==> config.mk <==
export PLATFORM = sky130hd
export DESIGN_NAME = load_store_unit
export DESIGN_NICKNAME = d
export VERILOG_FILES = /design/src/rtl/load_store_unit.sv
export SDC_FILE = /design/constraint.sdc
export NUM_CORES = 1
export LEC_CHECK = 0
export ABC_AREA = 1
export CORE_ASPECT_RATIO = 0.5
export CORE_MARGIN = 5
export CORE_UTILIZATION = 46
export CTS_CLUSTER_SIZE = 25
export DETAILED_ROUTE_END_ITERATION = 6
export GPL_TIMING_DRIVEN = 1
export PLACE_DENSITY = 0.82
export SYNTH_ARGS = -nofsm -noshare
export SYNTH_HDL_FRONTEND = slang
export SYNTH_SLANG_ARGS = --single-unit
export TNS_END_PERCENT = 10
==> constraint.sdc <==
create_clock -name clk -period 2.1 [get_ports clk]
set_clock_uncertainty 0.15 [all_clocks]
set_input_delay 0.21 -clock clk [delete_from_list [all_inputs] [get_ports clk]]
set_output_delay 0.21 -clock clk [all_outputs]
set_load 0.02 [all_outputs]
==> src/rtl/load_store_unit.sv <==
// Load/store unit: takes one request at a time from the execute stage, checks it,
// runs a single-beat memory handshake with a timeout, and formats load results.
module load_store_unit #(
  parameter int REG_LEN     = 32,
  parameter int TIMEOUT_CYC = 255
) (
  input  logic               clk,
  input  logic               rst_n,
  input  logic               lsu_valid,
  output logic               lsu_ready,
  input  logic               lsu_we,
  input  logic [2:0]         lsu_op,
  input  logic [REG_LEN-1:0] lsu_addr,
  input  logic [REG_LEN-1:0] lsu_wdata,
  output logic               lsu_done,
  output logic               lsu_err,
  output logic [1:0]         lsu_err_code,
  output logic [REG_LEN-1:0] lsu_rdata,
  output logic               mem_req,
  output logic               mem_we,
  output logic [REG_LEN-1:0] mem_addr,
  output logic [3:0]         mem_be,
  output logic [REG_LEN-1:0] mem_wdata,
  input  logic               mem_ack,
  input  logic [REG_LEN-1:0] mem_rdata
);

  // Handshake: a request is taken on a rising edge where lsu_valid and lsu_ready
  // are both 1; lsu_valid while not ready is dropped. mem_req is held with every
  // mem_* field stable until a rising edge sees mem_ack=1.
  typedef enum logic [1:0] {IDLE, REQ, DONE} state_t;

  state_t state, state_next;

  logic               we_r;
  logic [2:0]         op_r;
  logic [REG_LEN-1:0] addr_r;
  logic [3:0]         be_r;
  logic [REG_LEN-1:0] wdata_r;
  logic               err_r;
  logic [1:0]         code_r;
  logic [REG_LEN-1:0] rdata_r;
  logic [7:0]         cnt_r;

  logic               illegal;
  logic               misaligned;
  logic [3:0]         be_in;
  logic [REG_LEN-1:0] wdata_in;
  logic [REG_LEN-1:0] load_fmt;
  logic [7:0]         byte_sel;
  logic [15:0]        half_sel;
  logic               expire;

  assign illegal    = (lsu_op == 3'b011) || (lsu_op[2:1] == 2'b11) || (lsu_we && lsu_op[2]);
  assign misaligned = ((lsu_op[1:0] == 2'b01) && lsu_addr[0]) ||
                      ((lsu_op[1:0] == 2'b10) && (lsu_addr[1:0] != 2'b00));
  assign expire     = (cnt_r == 8'(TIMEOUT_CYC - 1));

  always_comb begin
    be_in    = 4'b0000;
    wdata_in = '0;
    case (lsu_op[1:0])
      2'b00: begin
        be_in    = 4'b0001 << lsu_addr[1:0];
        wdata_in = {(REG_LEN/8){lsu_wdata[7:0]}};
      end
      2'b01: begin
        be_in    = lsu_addr[1] ? 4'b1100 : 4'b0011;
        wdata_in = {(REG_LEN/16){lsu_wdata[15:0]}};
      end
      default: begin
        be_in    = 4'b1111;
        wdata_in = lsu_wdata;
      end
    endcase
    if (!lsu_we) wdata_in = '0;
  end

  // Lane selection uses the byte offset kept from the original request address.
  always_comb begin
    byte_sel = mem_rdata[{addr_r[1:0], 3'b000} +: 8];
    half_sel = addr_r[1] ? mem_rdata[31:16] : mem_rdata[15:0];
    case (op_r)
      3'b000:  load_fmt = {{(REG_LEN-8){byte_sel[7]}}, byte_sel};
      3'b100:  load_fmt = {{(REG_LEN-8){1'b0}}, byte_sel};
      3'b001:  load_fmt = {{(REG_LEN-16){half_sel[15]}}, half_sel};
      3'b101:  load_fmt = {{(REG_LEN-16){1'b0}}, half_sel};
      default: load_fmt = mem_rdata;
    endcase
  end

  always_comb begin
    state_next = state;
    case (state)
      IDLE: if (lsu_valid) state_next = (illegal || misaligned) ? DONE : REQ;
      REQ:  if (mem_ack || expire) state_next = DONE;
      DONE: state_next = IDLE;
      default: state_next = IDLE;
    endcase
  end

  always_ff @(posedge clk) begin
    if (!rst_n) begin
      state   <= IDLE;
      we_r    <= 1'b0;
      op_r    <= 3'b000;
      addr_r  <= '0;
      be_r    <= 4'b0000;
      wdata_r <= '0;
      err_r   <= 1'b0;
      code_r  <= 2'b00;
      rdata_r <= '0;
      cnt_r   <= 8'd0;
    end else begin
      state <= state_next;
      case (state)
        IDLE: if (lsu_valid) begin
          we_r    <= lsu_we;
          op_r    <= lsu_op;
          addr_r  <= lsu_addr;
          be_r    <= be_in;
          wdata_r <= wdata_in;
          err_r   <= illegal || misaligned;
          code_r  <= illegal ? 2'b10 : (misaligned ? 2'b01 : 2'b00);
          rdata_r <= '0;
          cnt_r   <= 8'd0;
        end
        REQ: begin
          // An ack in the expiry cycle still completes the access normally.
          if (mem_ack) begin
            rdata_r <= we_r ? '0 : load_fmt;
          end else if (expire) begin
            err_r   <= 1'b1;
            code_r  <= 2'b11;
            rdata_r <= '0;
          end else begin
            cnt_r <= cnt_r + 8'd1;
          end
        end
        default: begin
          err_r   <= 1'b0;
          code_r  <= 2'b00;
          rdata_r <= '0;
        end
      endcase
    end
  end

  assign lsu_ready    = (state == IDLE);
  assign lsu_done     = (state == DONE);
  assign lsu_err      = lsu_done && err_r;
  assign lsu_err_code = lsu_done ? code_r : 2'b00;
  assign lsu_rdata    = lsu_done ? rdata_r : '0;

  assign mem_req   = (state == REQ);
  assign mem_we    = mem_req && we_r;
  assign mem_addr  = mem_req ? {addr_r[REG_LEN-1:2], 2'b00} : '0;
  assign mem_be    = mem_req ? be_r : 4'b0000;
  assign mem_wdata = mem_req ? wdata_r : '0;

endmodule

## After elaboration in Yosys (flattened, before gate mapping)

Index checks and enable logic that the tools add are counted.

- Add/sub/neg operators: 1
- Eq/ne operators: 16
- Shifts and indexed selects: 2
- Muxes and demuxes: 34
- Reductions and logical operators: 20

Operators by type and width:

| kind | count |
|---|---|
| $mux 32 | 8 |
| $pmux 32 s2 | 2 |
| $pmux 32 s4 | 1 |
| $shiftx 32x6->8 | 1 |
| $mux 8 | 3 |
| $mux 16 | 1 |
| $mux 2 | 8 |
| $pmux 8 s2 | 1 |
| $add 8x1->8 const B | 1 |
| $eq 8x8->1 const B | 1 |
| $mux 4 | 2 |
| $pmux 2 s2 | 2 |
| $pmux 4 s2 | 1 |
| $eq 2x2->1 const B | 3 |
| $eq 3x3->1 const B | 2 |
| $ne 2x2->1 const B | 3 |
| $reduce_and 2->1 | 3 |
| $logic_and 1x1->1 | 5 |
| $logic_or 1x1->1 | 5 |
| $eq 2x1->1 const B | 2 |
| $logic_not 2->1 | 2 |
| $mux 1 | 4 |
| $ne 2x1->1 const B | 2 |
| $reduce_and 4->1 | 1 |
| 8 further kinds | 9 |

- Register bits after elaboration: 117
- Bits of input ports: 104
- Output and inout bits: 107
- Word-level logic and storage cells: 83

## Logic depth before layout (Yosys ltp)

- Depth after elaboration: 7
- Depth in mapped cells: 11
- Mapped depth without buffers: 11

## Least setup slack after synthesis

No wires, ideal clock.

- Path type: reg2out
- Start point: reg state[1]
- End point: out lsu_rdata[10]
- Arrival time: 1.648 ns
- Data required time: 1.740 ns
- Setup slack: 0.092 ns
- Stages on the path, launching flop included: 6
- Buffers on the path: 1
- Cells stage by stage: dfxtp_1 inv_1 nor2_1 clkinv_1 clkbuf_1 nor2_1

- Cells in the longest elaborated chain, start to end: 2

RTL lines:

| what | RTL line | source |
|---|---|---|
| from (decl) | 33 | `state_t state, state_next;` |
| from (signal assigned) | 115 | `state <= state_next;` |
| $eq 2x2->1 | 150 | `assign lsu_done = (state == DONE);` |
| via lsu_done | 15 | `output logic lsu_done,` |
| $mux 32 | 153 | `assign lsu_rdata = lsu_done ? rdata_r : '0;` |
| to (decl) | 18 | `output logic [REG_LEN-1:0] lsu_rdata,` |

The timed path passes the listed nets, and every way through them passes these cells.

## Final worst setup path

- Start point: reg state[1]
- End point: out mem_addr[16]

- Cells in the longest elaborated chain, start to end: 2

RTL lines:

| what | RTL line | source |
|---|---|---|
| $eq 2x1->1 | 155 | `assign mem_req = (state == REQ);` |
| $mux 32 | 157 | `assign mem_addr = mem_req ? {addr_r[REG_LEN-1:2], 2'b00} : '0;` |
| to (decl) | 21 | `output logic [REG_LEN-1:0] mem_addr,` |

Every way passes these cells.

==> run summary <==
• 0 — Detail Route Antenna Nets
• 1322 — non-filler instance count after layout
• 6681 — overall via count from detail_route
• 0 — final number of max-transition violations
• 4 — total buffers and inverters traversed by the critical path
• sky130_fd_sc_hd__clkdlybuf4s15_1 — cell type of the slowest stage on the worst timing path
• mem_addr[16] — capturing instance or port of the critical path
• 0.00597 sq mm — post-synthesis instance area
• finished, final reports clean — run status
• sky130_fd_sc_hd__dfxtp_1 39%, sky130_fd_sc_hd__nor2_1 11%, sky130_fd_sc_hd__inv_1 10% — ranking of synthesized cells by area
• 0 — total inserted antenna cells
• 5.05 — drt via density
• 0% — proportion of register bits with asynchronous set or reset after synthesis
• 483 MHz — maximum clock frequency
• 0 — number of failing setup endpoints in the final timing report
• 819 mW/mm^2 — power per cell area
• 0.640 ns — worst slew pin tran
• 117 — Synth Register Bits
• 29 — std cell rows
• 171 um — Horiz. Die Dim
• 0 — warning count from the yosys run
• 0.920 — Final GP Congestion
• 4 — number of H-tree branching levels
• 1.74 ns — worst endpoint required time
• 13.2 mm — HPWL Detailed
• 1245 — net count of the finished layout
• state[1]$_SDFFE_PN0P_ — beginning of the critical path
• 208 — number of I/O port buffers
• 28 — Synth cell types
• sky130_fd_sc_hd__dfxtp_1 — Post-synth top flop
• 6.96 mW — post-layout power
• 90.6 um — Die Y-Extent
• false — RSZ-0062 raised after global routing
• 72 — largest net degree at the start of global routing
• 0.503 mV — worst ir drop on vdd
• sky130_fd_sc_hd__clkbuf_16 — clock root buffer
• sky130_fd_sc_hd__nor2_1 — most common cell after layout, fill and taps aside
• output port — capturing element type of the critical path
• cnt_r[2]$_SDFFE_PN0P_ — destination of the worst register-to-register timing path
• done — CTS tree
• 19.0 mm — total wire length
• 2 — clock tree buffer depth
• 1139 — layout filler cell count
• 0 — Remaining DRCs
• 3.64 nW — Lkg Pwr
• cnt_r[0]$_SDFFE_PN0P_ — FF-to-FF Start
• 0 — number of maximum-capacitance violations
• 14.4 um — routed wirelength normalized by instance count
• 0.0155 sq mm — die area
• 0.41 ns — clock latency at the later pin of the worst-skew pair
• 0 — hold-fix buffer count after cts
• 1290 — placed cells
• 7 — number of search-and-repair iterations in the first detailed-routing pass
• flip-flop — type of element launching the critical path
• 31.4 mm — first-pass GRT wire length
• 117 — # clock sinks
• 47.0% — initial core utilization
• 0.06 ns — Clock Pin Slew Worst Setup and Hold Paths
• 0 — number of antenna violations at the first check in global routing
• buf_4, nor2_4, inv_2, buf_12, nor2_1, clkdlybuf4s15_1 — sequence of cells on the critical path
• 13.9% — layout cell share with drive strength beyond 1
• 6 — Stages on worst setup path
• in -> reg — class of the tightest hold or removal check
• 17 — Inserted Clock Buffers
• 121 — total of cells resized after clock tree synthesis
• 57.3% — relative slew slack
• 0.104 ns — DP Worst Slack
• 71 — maximum fanout encountered on the critical timing path
• 6.33 sq um — Syn Area/Cell
• 0 — Post CTS Setup Buffer Count
• sky130_fd_sc_hd__dfxtp_1 — cell taking the most area after synthesis
• 671 — drt initial violations
• 39.2% — proportion of netlist area held by the largest area contributor
• 0 — remaining global-route overflow
• 2.07 ns — shortest clock period the worst path allows after layout
• 1.71 ns — endpoint arrival time on the critical path
• 211 — I/O pin total
• 0 — hold violation total from the final report
• 98.6% — period utilization
• 0.0290 ns — minimum setup slack in the final design
• 24.2% — All-Layer GR Usage
• 0.34 ns — CP max stage delay
• buffers and inverters — category of cells accounting for the largest share of critical-path delay
• 0 ns — setup TNS
• 0.18 ns — minimum setup slack among reg-to-reg paths
• reg -> out — type of the worst setup path
• 943 — number of instances in the synthesized netlist
• 6589 — vias in the first global route
• 171 x sky130_fd_sc_hd__nor2_1, 164 x sky130_fd_sc_hd__inv_1, 156 x sky130_fd_sc_hd__nand2_1 — most used cells in the layout excluding fill and tap cells
• 0.0127 sq mm — placeable core region
• 0 — number of enable flip-flop cells after synthesis
• 42.2% — Layout area overhead
• 39.2% — sequential-to-total area share from yosys stat
• 8 — Worst Reg2Reg Path Length in Cells
[cells in the mapped netlist, types with 5 or more instances]
master	n
sky130_fd_sc_hd__nand4_1	5
sky130_fd_sc_hd__o211ai_1	7
sky130_fd_sc_hd__o221ai_1	8
sky130_fd_sc_hd__nor2_1	173
sky130_fd_sc_hd__o21ai_0	57
sky130_fd_sc_hd__nand3_1	34
sky130_fd_sc_hd__inv_1	164
sky130_fd_sc_hd__buf_2	12
sky130_fd_sc_hd__buf_4	6
sky130_fd_sc_hd__o22ai_1	33
sky130_fd_sc_hd__clkbuf_1	37
sky130_fd_sc_hd__nand2_1	157
sky130_fd_sc_hd__a21oi_1	109
sky130_fd_sc_hd__dfxtp_1	117
[flip-flops by register name, indices dropped and copies added (netlist names)]
name,cells
addr_r,32
be_r,4
cnt_r,8
code_r,2
err_r,1
op_r,3
rdata_r,32
state,2
wdata_r,32
we_r,1
[worst min path at each step]
| stage | slack (ns) | end | cells after the start | startpoint |
|---|---|---|---|---|
| floorplan | 0.23 | wdata_r[5]$_SDFFE_PN0P_ | 2 | lsu_wdata[5] |
| global placement | 0.29 | addr_r[8]$_SDFFE_PN0P_ | 2 | addr_r[8]$_SDFFE_PN0P_ |
| detailed placement | 0.29 | addr_r[11]$_SDFFE_PN0P_ | 2 | addr_r[11]$_SDFFE_PN0P_ |
| CTS | 0.26 | addr_r[11]$_SDFFE_PN0P_ | 3 | lsu_addr[11] |
| global route | 0.30 | wdata_r[4]$_SDFFE_PN0P_ | 3 | lsu_wdata[4] |
| finish | 0.27 | addr_r[11]$_SDFFE_PN0P_ | 3 | lsu_addr[11] |
[area by class of cell]
type,count,area [sq um],area share (%)
flip-flops and latches,117,2340,27.6
multi-input cells,601,2750,32.4
clock buffers,20,457,5.38
clock inverters,12,178,2.09
inverters,169,634,7.47
repair buffers,233,1920,22.6
well taps,170,213,2.50
[metal layers]
| metal | global-route usage [%] | part of all wire (%) | vias to the layer above |
|---|---|---|---|
| met5 | 0 | 0 | - |
| met4 | 8.31 | 2.1 | 0 |
| met3 | 5.07 | 7.0 | 34 |
| met2 | 42.0 | 49 | 240 |
| met1 | 29.8 | 42 | 3058 |
| li1 | - | - | 3349 |
[worst register-to-register path: stages, from the launching register on]
cell and delay [ns]:
sky130_fd_sc_hd__dfxtp_1 0.33, sky130_fd_sc_hd__inv_1 0.11, sky130_fd_sc_hd__ha_1 0.16, sky130_fd_sc_hd__nand2_1 0.05, sky130_fd_sc_hd__nor2_1 0.17, sky130_fd_sc_hd__nand3_2 0.24
sky130_fd_sc_hd__nand2_1 0.31, sky130_fd_sc_hd__nand2_1 0.11, sky130_fd_sc_hd__a21oi_1 0.20
[stage by stage]
stage	util (%)	hold WS (ns)	instance area, sq um
after global routing	66.9	0.300	8490
after detailed placement	65.3	0.293	8290
after CTS	69.4	0.264	8820
after global placement	65.3	0.289	8290
final	66.9	0.270	8490
after floorplan	-	0.228	5980
[cells by family after synthesis]
group | synth area share (%)
xor+xnor | 0.147
other cells | 0.0628
simple gates | 25.3
buf+inv | 15.0
fa+ha+maj | 0.419
flops | 39.2
compound gates | 19.9
[where the power goes]
group          internal [mW]  total (mW)  leakage (nW)  switching, mW
combinational          0.549        1.41          2.37          0.863
sequential              2.39        2.45         0.956         0.0610
clock                   2.05        3.10         0.310           1.05
(Power assumes the default switching activity.)
==> RTL change 1: new RTL, same settings <==
Change the parameter `REG_LEN` from 32 to 64.
--- a/src/rtl/load_store_unit.sv
+++ b/src/rtl/load_store_unit.sv
@@ -1,7 +1,7 @@
 // Load/store unit: takes one request at a time from the execute stage, checks it,
 // runs a single-beat memory handshake with a timeout, and formats load results.
 module load_store_unit #(
-  parameter int REG_LEN     = 32,
+  parameter int REG_LEN     = 64,
   parameter int TIMEOUT_CYC = 255
 ) (
   input  logic               clk,
Interface: changed (6 resized); port bits go from 211 to 403. No check against the original RTL was run, so the function may have changed too.
==> RTL change 1 against the unedited design <==
  * Hold slack got worse by 0.24 ns
  * Via count rose by 72%
  * Sequential cell count rose by 96
  * Area after synthesis rose by 72%
  * Core utilization fell by 0.72 points
  * Cell count rose by 74%
  * Total power rose by 43%
  * Register-to-register slack got worse by 0.02 ns
  * Final area rose by 70%
  * Routed wire length rose by 91%
  * Combinational power rose by 39%
  * Worst setup slack improved by 0.0063 ns
  * Synthesized cell count rose by 73%
  * Critical path type unchanged
==> RTL change 1: results (changes against the unedited design) <==
[clock_network]
clk_latency_ns=0.51  ; was 0.41 ns
clk_pin_slew_ns=0.07
clockBufferDepth=3  ; was 2
root_buffer=clkbuf_16  ; unchanged
cts_buffers=21  ; was 17
htreeDepth=1  ; was 4

[logic_synthesis]
synth_compound_area_share_pct=14.18  ; was 19.92%
synth_common_cells=nor2_1, nand2_1, inv_1  ; was nor2_1, inv_1, nand2_1
ys_async_sr_fraction_pct=0  ; unchanged
synthTopCellsByArea=dfxtp_1, nor2_1, nand2_1, inv_1, o21ai_0  ; was dfxtp_1, nor2_1, inv_1, nand2_1, a21oi_1
yosys_warnings=0  ; unchanged
ys_seq_area_share_pct=41.56  ; was 39.21%
synth_mux_area_share_pct=0  ; unchanged
synth-adder-area-share_pct=0.2439  ; was 0.4189%
synth_xor_area_share_pct=0.08536  ; was 0.1466%
ys_types=30  ; was 28

[placement]
io_buffer_count=400  ; was 208
gp_congestion=0.9171  ; was 0.9195
pre_cts_ws_ns=0.06911  ; was 0.1042 ns
place_area_um2=14680  ; was 8290 um^2
dpl.hpwl_um=26470  ; was 13200 um

[critical_path]
r2r_end=wdata_r[15]  ; was cnt_r[2]
reg2reg_slack_ns=0.16  ; was 0.18 ns
path_max_fanout=67  ; was 71
cp-endpoint=lsu_rdata[39]  ; was mem_addr[16]
cp.arrival_ns=1.70
r2r_start=state[1]  ; was cnt_r[0]
reg2regPathDepth=8  ; unchanged
startpoint=state[1]  ; unchanged

[global_route]
grtUsageTotal_pct=26.95  ; was 24.20%
grt_start_max_net_pins=80  ; was 72
grt_pass1_vias=10750  ; was 6589
antenna_found_initial=1  ; was 0
grt_pass1_wl_um=56930  ; was 31380 um

[pwr]
seqPwrFrac_pct=43.6  ; was 35.2%
p_leak_nw=6.108  ; was 3.638 nW
ir_worst_vdd_v=0.0004271  ; was 0.0005027 V
share_comb_of_total_power_pct=19.7  ; was 20.3%
p_int_mw=7.107  ; was 4.983 mW

[finish]
top_regs=addr_r x64, rdata_r x64, wdata_r x64  ; was addr_r x32, rdata_r x32, wdata_r x32
final_nets=2192  ; was 1245
drive_gt1_share_pct=14.84  ; was 13.89%
nFillCells=2029  ; was 1139
antenna_cells=0  ; unchanged

[sta]
setup_slack_ns=0.03530  ; was 0.02903 ns
slew_headroom_pct=62.19  ; was 57.26%

[detailed_routing]
post_drt_wl_per_cell_um=15.76  ; was 14.37 um
avgViaCountPerCell=4.998  ; was 5.054
firstDrtPassIters=5  ; was 7
drt_iter0_drc=1060  ; was 671

[min_path]
hold_class=primary input to register  ; unchanged

[run_status]
status=complete, no violations  ; unchanged

==> RTL change 1: changes by cell type after synthesis, sizes merged, moves of 38 or more <==
| cell | change |
|---|---|
| o21ai | +64 |
| nand3 | +66 |
| dfxtp | +96 |
| nand2 | +107 |
| nor2 | +227 |
| inv | +79 |
| clkbuf | +38 |
==> RTL change 1: what timing repair did <==
item,CTS,global route
hold endpoints to repair,0,0
endpoints found under the setup margin,201,149
gates resized for setup,687,94
buffers inserted,0,0
==> RTL change 1: worst min-delay path by stage <==
stage | from | endpoint | slack [ns] | cells past startpoint
2_1_floorplan | lsu_addr[10] | addr_r[10] | 0.20 | 2
3_3_place_gp | rdata_r[57] | rdata_r[57] | 0.30 | 2
3_5_place_dp | rdata_r[9] | rdata_r[9] | 0.31 | 2
4_1_cts | rst_n | wdata_r[3] | 0.009 | 3
5_1_grt | rst_n | wdata_r[63] | 0.03 | 3
6_report | rst_n | wdata_r[3] | 0.03 | 3
==> RTL change 1: routing by layer <==
metal / vias to the layer above / part of all wire, % / global-route usage [%] / wire, um
met5: - / 0.055 / 0 / 20
li1: 5752 / - / - / -
met2: 458 / 47 / 45.23 / 16940
met1: 5204 / 42 / 34.68 / 15200
met3: 90 / 7.7 / 6.454 / 2792
met4: 2 / 3.6 / 9.290 / 1321
==> RTL change 1: metrics by stage <==
| step | std cells | hold slack (ns) | util (%) | setup TNS [ns] | total power [mW] |
|---|---|---|---|---|---|
| floorplan | 1628 | 0.1987 | - | 0 | 5.510 |
| global placement | 2267 | 0.3019 | 67.26 | 0 | 6.392 |
| detailed placement | 2267 | 0.3052 | 67.26 | 0 | 6.420 |
| CTS | 2302 | 0.009181 | 68.35 | -0.04498 | 10.05 |
| global route | 2302 | 0.03279 | 66.17 | -0.1722 | 10.45 |
| finish | 2302 | 0.02968 | 66.17 | 0 | 9.977 |
==> RTL change 1: worst max-delay path: stages (launching register included) <==
cell,delay (ns)
dfxtp_2,0.38
inv_2,0.07
nor2_2,0.10
inv_2,0.05
buf_12,0.17
nor2_1,0.12
clkdlybuf4s15_2,0.26
==> RTL change 1: layout make-up <==
cell class / instances / area share [%]
Sequential cell: 213 / 29.55
Multi-Input combinational cell: 1064 / 32.16
Clock buffer: 27 / 3.934
Timing Repair Buffer: 445 / 24.82
Clock inverter: 8 / 0.5459
Tap cell: 300 / 2.599
Inverter: 245 / 6.395
==> RTL change 1: logic make-up after synthesis <==
| kind of cell | Yosys count |
|---|---|
| fa+ha+maj | 2 |
| xor+xnor | 1 |
| buf+inv | 351 |
| other cells | 1 |
| compound gates | 273 |
| flops | 213 |
| simple gates | 786 |
==> RTL change 2: new RTL, config.mk and constraints unchanged <==
Made on the original files. The 3 states of `state_t` get a one-hot encoding in 3 bits.
--- a/src/rtl/load_store_unit.sv
+++ b/src/rtl/load_store_unit.sv
@@ -28,7 +28,7 @@
   // Handshake: a request is taken on a rising edge where lsu_valid and lsu_ready
   // are both 1; lsu_valid while not ready is dropped. mem_req is held with every
   // mem_* field stable until a rising edge sees mem_ack=1.
-  typedef enum logic [1:0] {IDLE, REQ, DONE} state_t;
+  typedef enum logic [2:0] {IDLE = 3'b001, REQ = 3'b010, DONE = 3'b100} state_t;
 
   state_t state, state_next;
 
Check against the original RTL: no difference found for any inputs over 4 cycles, from zero or initial values and one cycle with rst_n low; so few cycles prove little.
==> RTL change 2 against the unedited design <==
  * Worst setup slack improved by 0.020 ns
  * Final area rose by 2.4%
  * Total power rose by 12%
  * Area after synthesis rose by 3.6%
  * Synthesized cell count rose by 5.8%
  * Sequential cell count rose by 1
  * Largest power group unchanged
  * Critical endpoint is now lsu_rdata[21]
  * Routed wire length rose by 6.5%
  * Highest routed layer unchanged
==> RTL change 2: results (changes against the unedited design) <==
[run_status]
status=complete, no violations  ; unchanged

[placement]
io_buffer_count=208  ; unchanged
place_area_um2=8458  ; was 8290 um^2
dpl.hpwl_um=14560  ; was 13200 um
gp_congestion=0.9449  ; was 0.9195

[logic_synthesis]
ys_seq_area_share_pct=38.19  ; was 39.21%
ys_async_sr_fraction_pct=0  ; unchanged
yosys_warnings=0  ; unchanged
ys_types=38  ; was 28
synth_common_cells=nand2_1, nor2_1, inv_1  ; was nor2_1, inv_1, nand2_1
synthTopCellsByArea=dfxtp_1, nand2_1, nor2_1, a21oi_1, inv_1  ; was dfxtp_1, nor2_1, inv_1, nand2_1, a21oi_1

[clock_network]
cts_setup_buffers=0  ; unchanged
clockBufferDepth=2  ; unchanged
htreeDepth=4  ; unchanged
cts_resized=196  ; was 121
clk_pin_slew_ns=0.05
cts_buffers=17  ; unchanged
root_buffer=clkbuf_16  ; unchanged
clk_latency_ns=0.41  ; about the same

[detailed_routing]
drt_iter0_drc=631  ; was 671
firstDrtPassIters=5  ; was 7
routed-via-count=6999  ; was 6681
wirelength_um=20240  ; was 19000 um

[critical_path]
path_max_fanout=35  ; was 71
r2r_end=rdata_r[26]  ; was cnt_r[2]
startpoint=state[2]  ; was state[1]
r2r_start=state[0]  ; was cnt_r[0]
cp.arrival_ns=1.69  ; was 1.71 ns
cp_slowest_cell=dfxtp_2  ; was clkdlybuf4s15_1
cpPeakStageDelay_ns=0.36  ; was 0.34 ns
reg2reg_slack_ns=0.16  ; was 0.18 ns
cp-endpoint=lsu_rdata[21]  ; was mem_addr[16]
reg2regPathDepth=10  ; was 8

[global_route]
grtUsageTotal_pct=24.67  ; was 24.20%
overflow=0  ; unchanged
antenna_found_initial=1  ; was 0
grt_pass1_wl_um=32660  ; was 31380 um
grt_pass1_vias=6641  ; was 6589
grt_start_max_net_pins=51  ; was 72

[min_path]
min_from=lsu_op[2]  ; was lsu_addr[11]
hold_class=primary input to register  ; unchanged
hold_depth=3  ; unchanged

[finish]
final_nets=1300  ; was 1245
drive_gt1_share_pct=14.75  ; was 13.89%
top_regs=addr_r x32, rdata_r x32, wdata_r x32  ; unchanged

[job]
cap_violations=0  ; unchanged

[pwr]
ir_worst_vdd_v=0.0004331  ; was 0.0005027 V
p_leak_nw=3.605  ; was 3.638 nW

[sta]
hold_viol=0  ; unchanged

RTL change 2: area by class of cell:
cell class                 instances  area, um^2
antenna                            1       2.502
clock buffer                      20       456.7
clock inverter                    12       176.4
fill                            1191        4218
inverter                         143       538.0
multi-input combinational        682        3028
sequential                       118        2365
tap                              170       212.7
timing repair buffer             232        1921
RTL change 2: logic make-up after synthesis:
group / count (synthesis) / synth area share (%)
AND/OR/NAND/NOR: 472 / 30.32
AO/OA/AOI/OAI: 203 / 17.46
buffers and inverters: 199 / 13.15
flip-flops: 118 / 38.19
XOR/XNOR: 3 / 0.4248
adder cells (fa/ha/maj): 2 / 0.4045
other: 1 / 0.06062
RTL change 2: worst min-delay path by stage:
stage	to	slack, ns
floorplan	addr_r[30]	0.20
global placement	addr_r[28]	0.29
detailed placement	addr_r[8]	0.30
CTS	op_r[2]	0.22
global route	op_r[2]	0.24
finish	op_r[2]	0.24
RTL change 2: where the power goes:
part	leakage [nW]	switching, mW	internal (mW)
clock network	0.294	1.08	2.05
logic	2.35	1.31	0.699
registers	0.963	0.133	2.52
total	3.60	2.53	5.27
RTL change 2: stage by stage:
step / utilization (%) / power, mW / cells / hold slack (ns) / worst slack [ns]
finish: 67.35 / 7.794 / 1378 / 0.2388 / 0.04920
global placement: 65.48 / 4.630 / 1345 / 0.2878 / 0.07970
CTS: 70.03 / 7.797 / 1377 / 0.2241 / -0.002236
detailed placement: 65.48 / 4.689 / 1345 / 0.2960 / -0.03770
floorplan: - / 4.023 / 999 / 0.1984 / 0.1616
global route: 67.35 / 8.213 / 1378 / 0.2392 / -0.06723
RTL change 2: critical path: cells and delay by family, from the launching register on:
family                 cells  cell delay [ns]
buffers and inverters      4             0.65
flip-flops                 1             0.36
AND/OR/NAND/NOR            2             0.26
RTL change 2: metal layers:
metal,vias up,global-route usage [%],wire (um)
li1,3482,-,-
met4,0,7.900,374
met1,3207,31.37,8800
met2,276,42.17,9613
met5,-,0,0
met3,34,5.423,1452
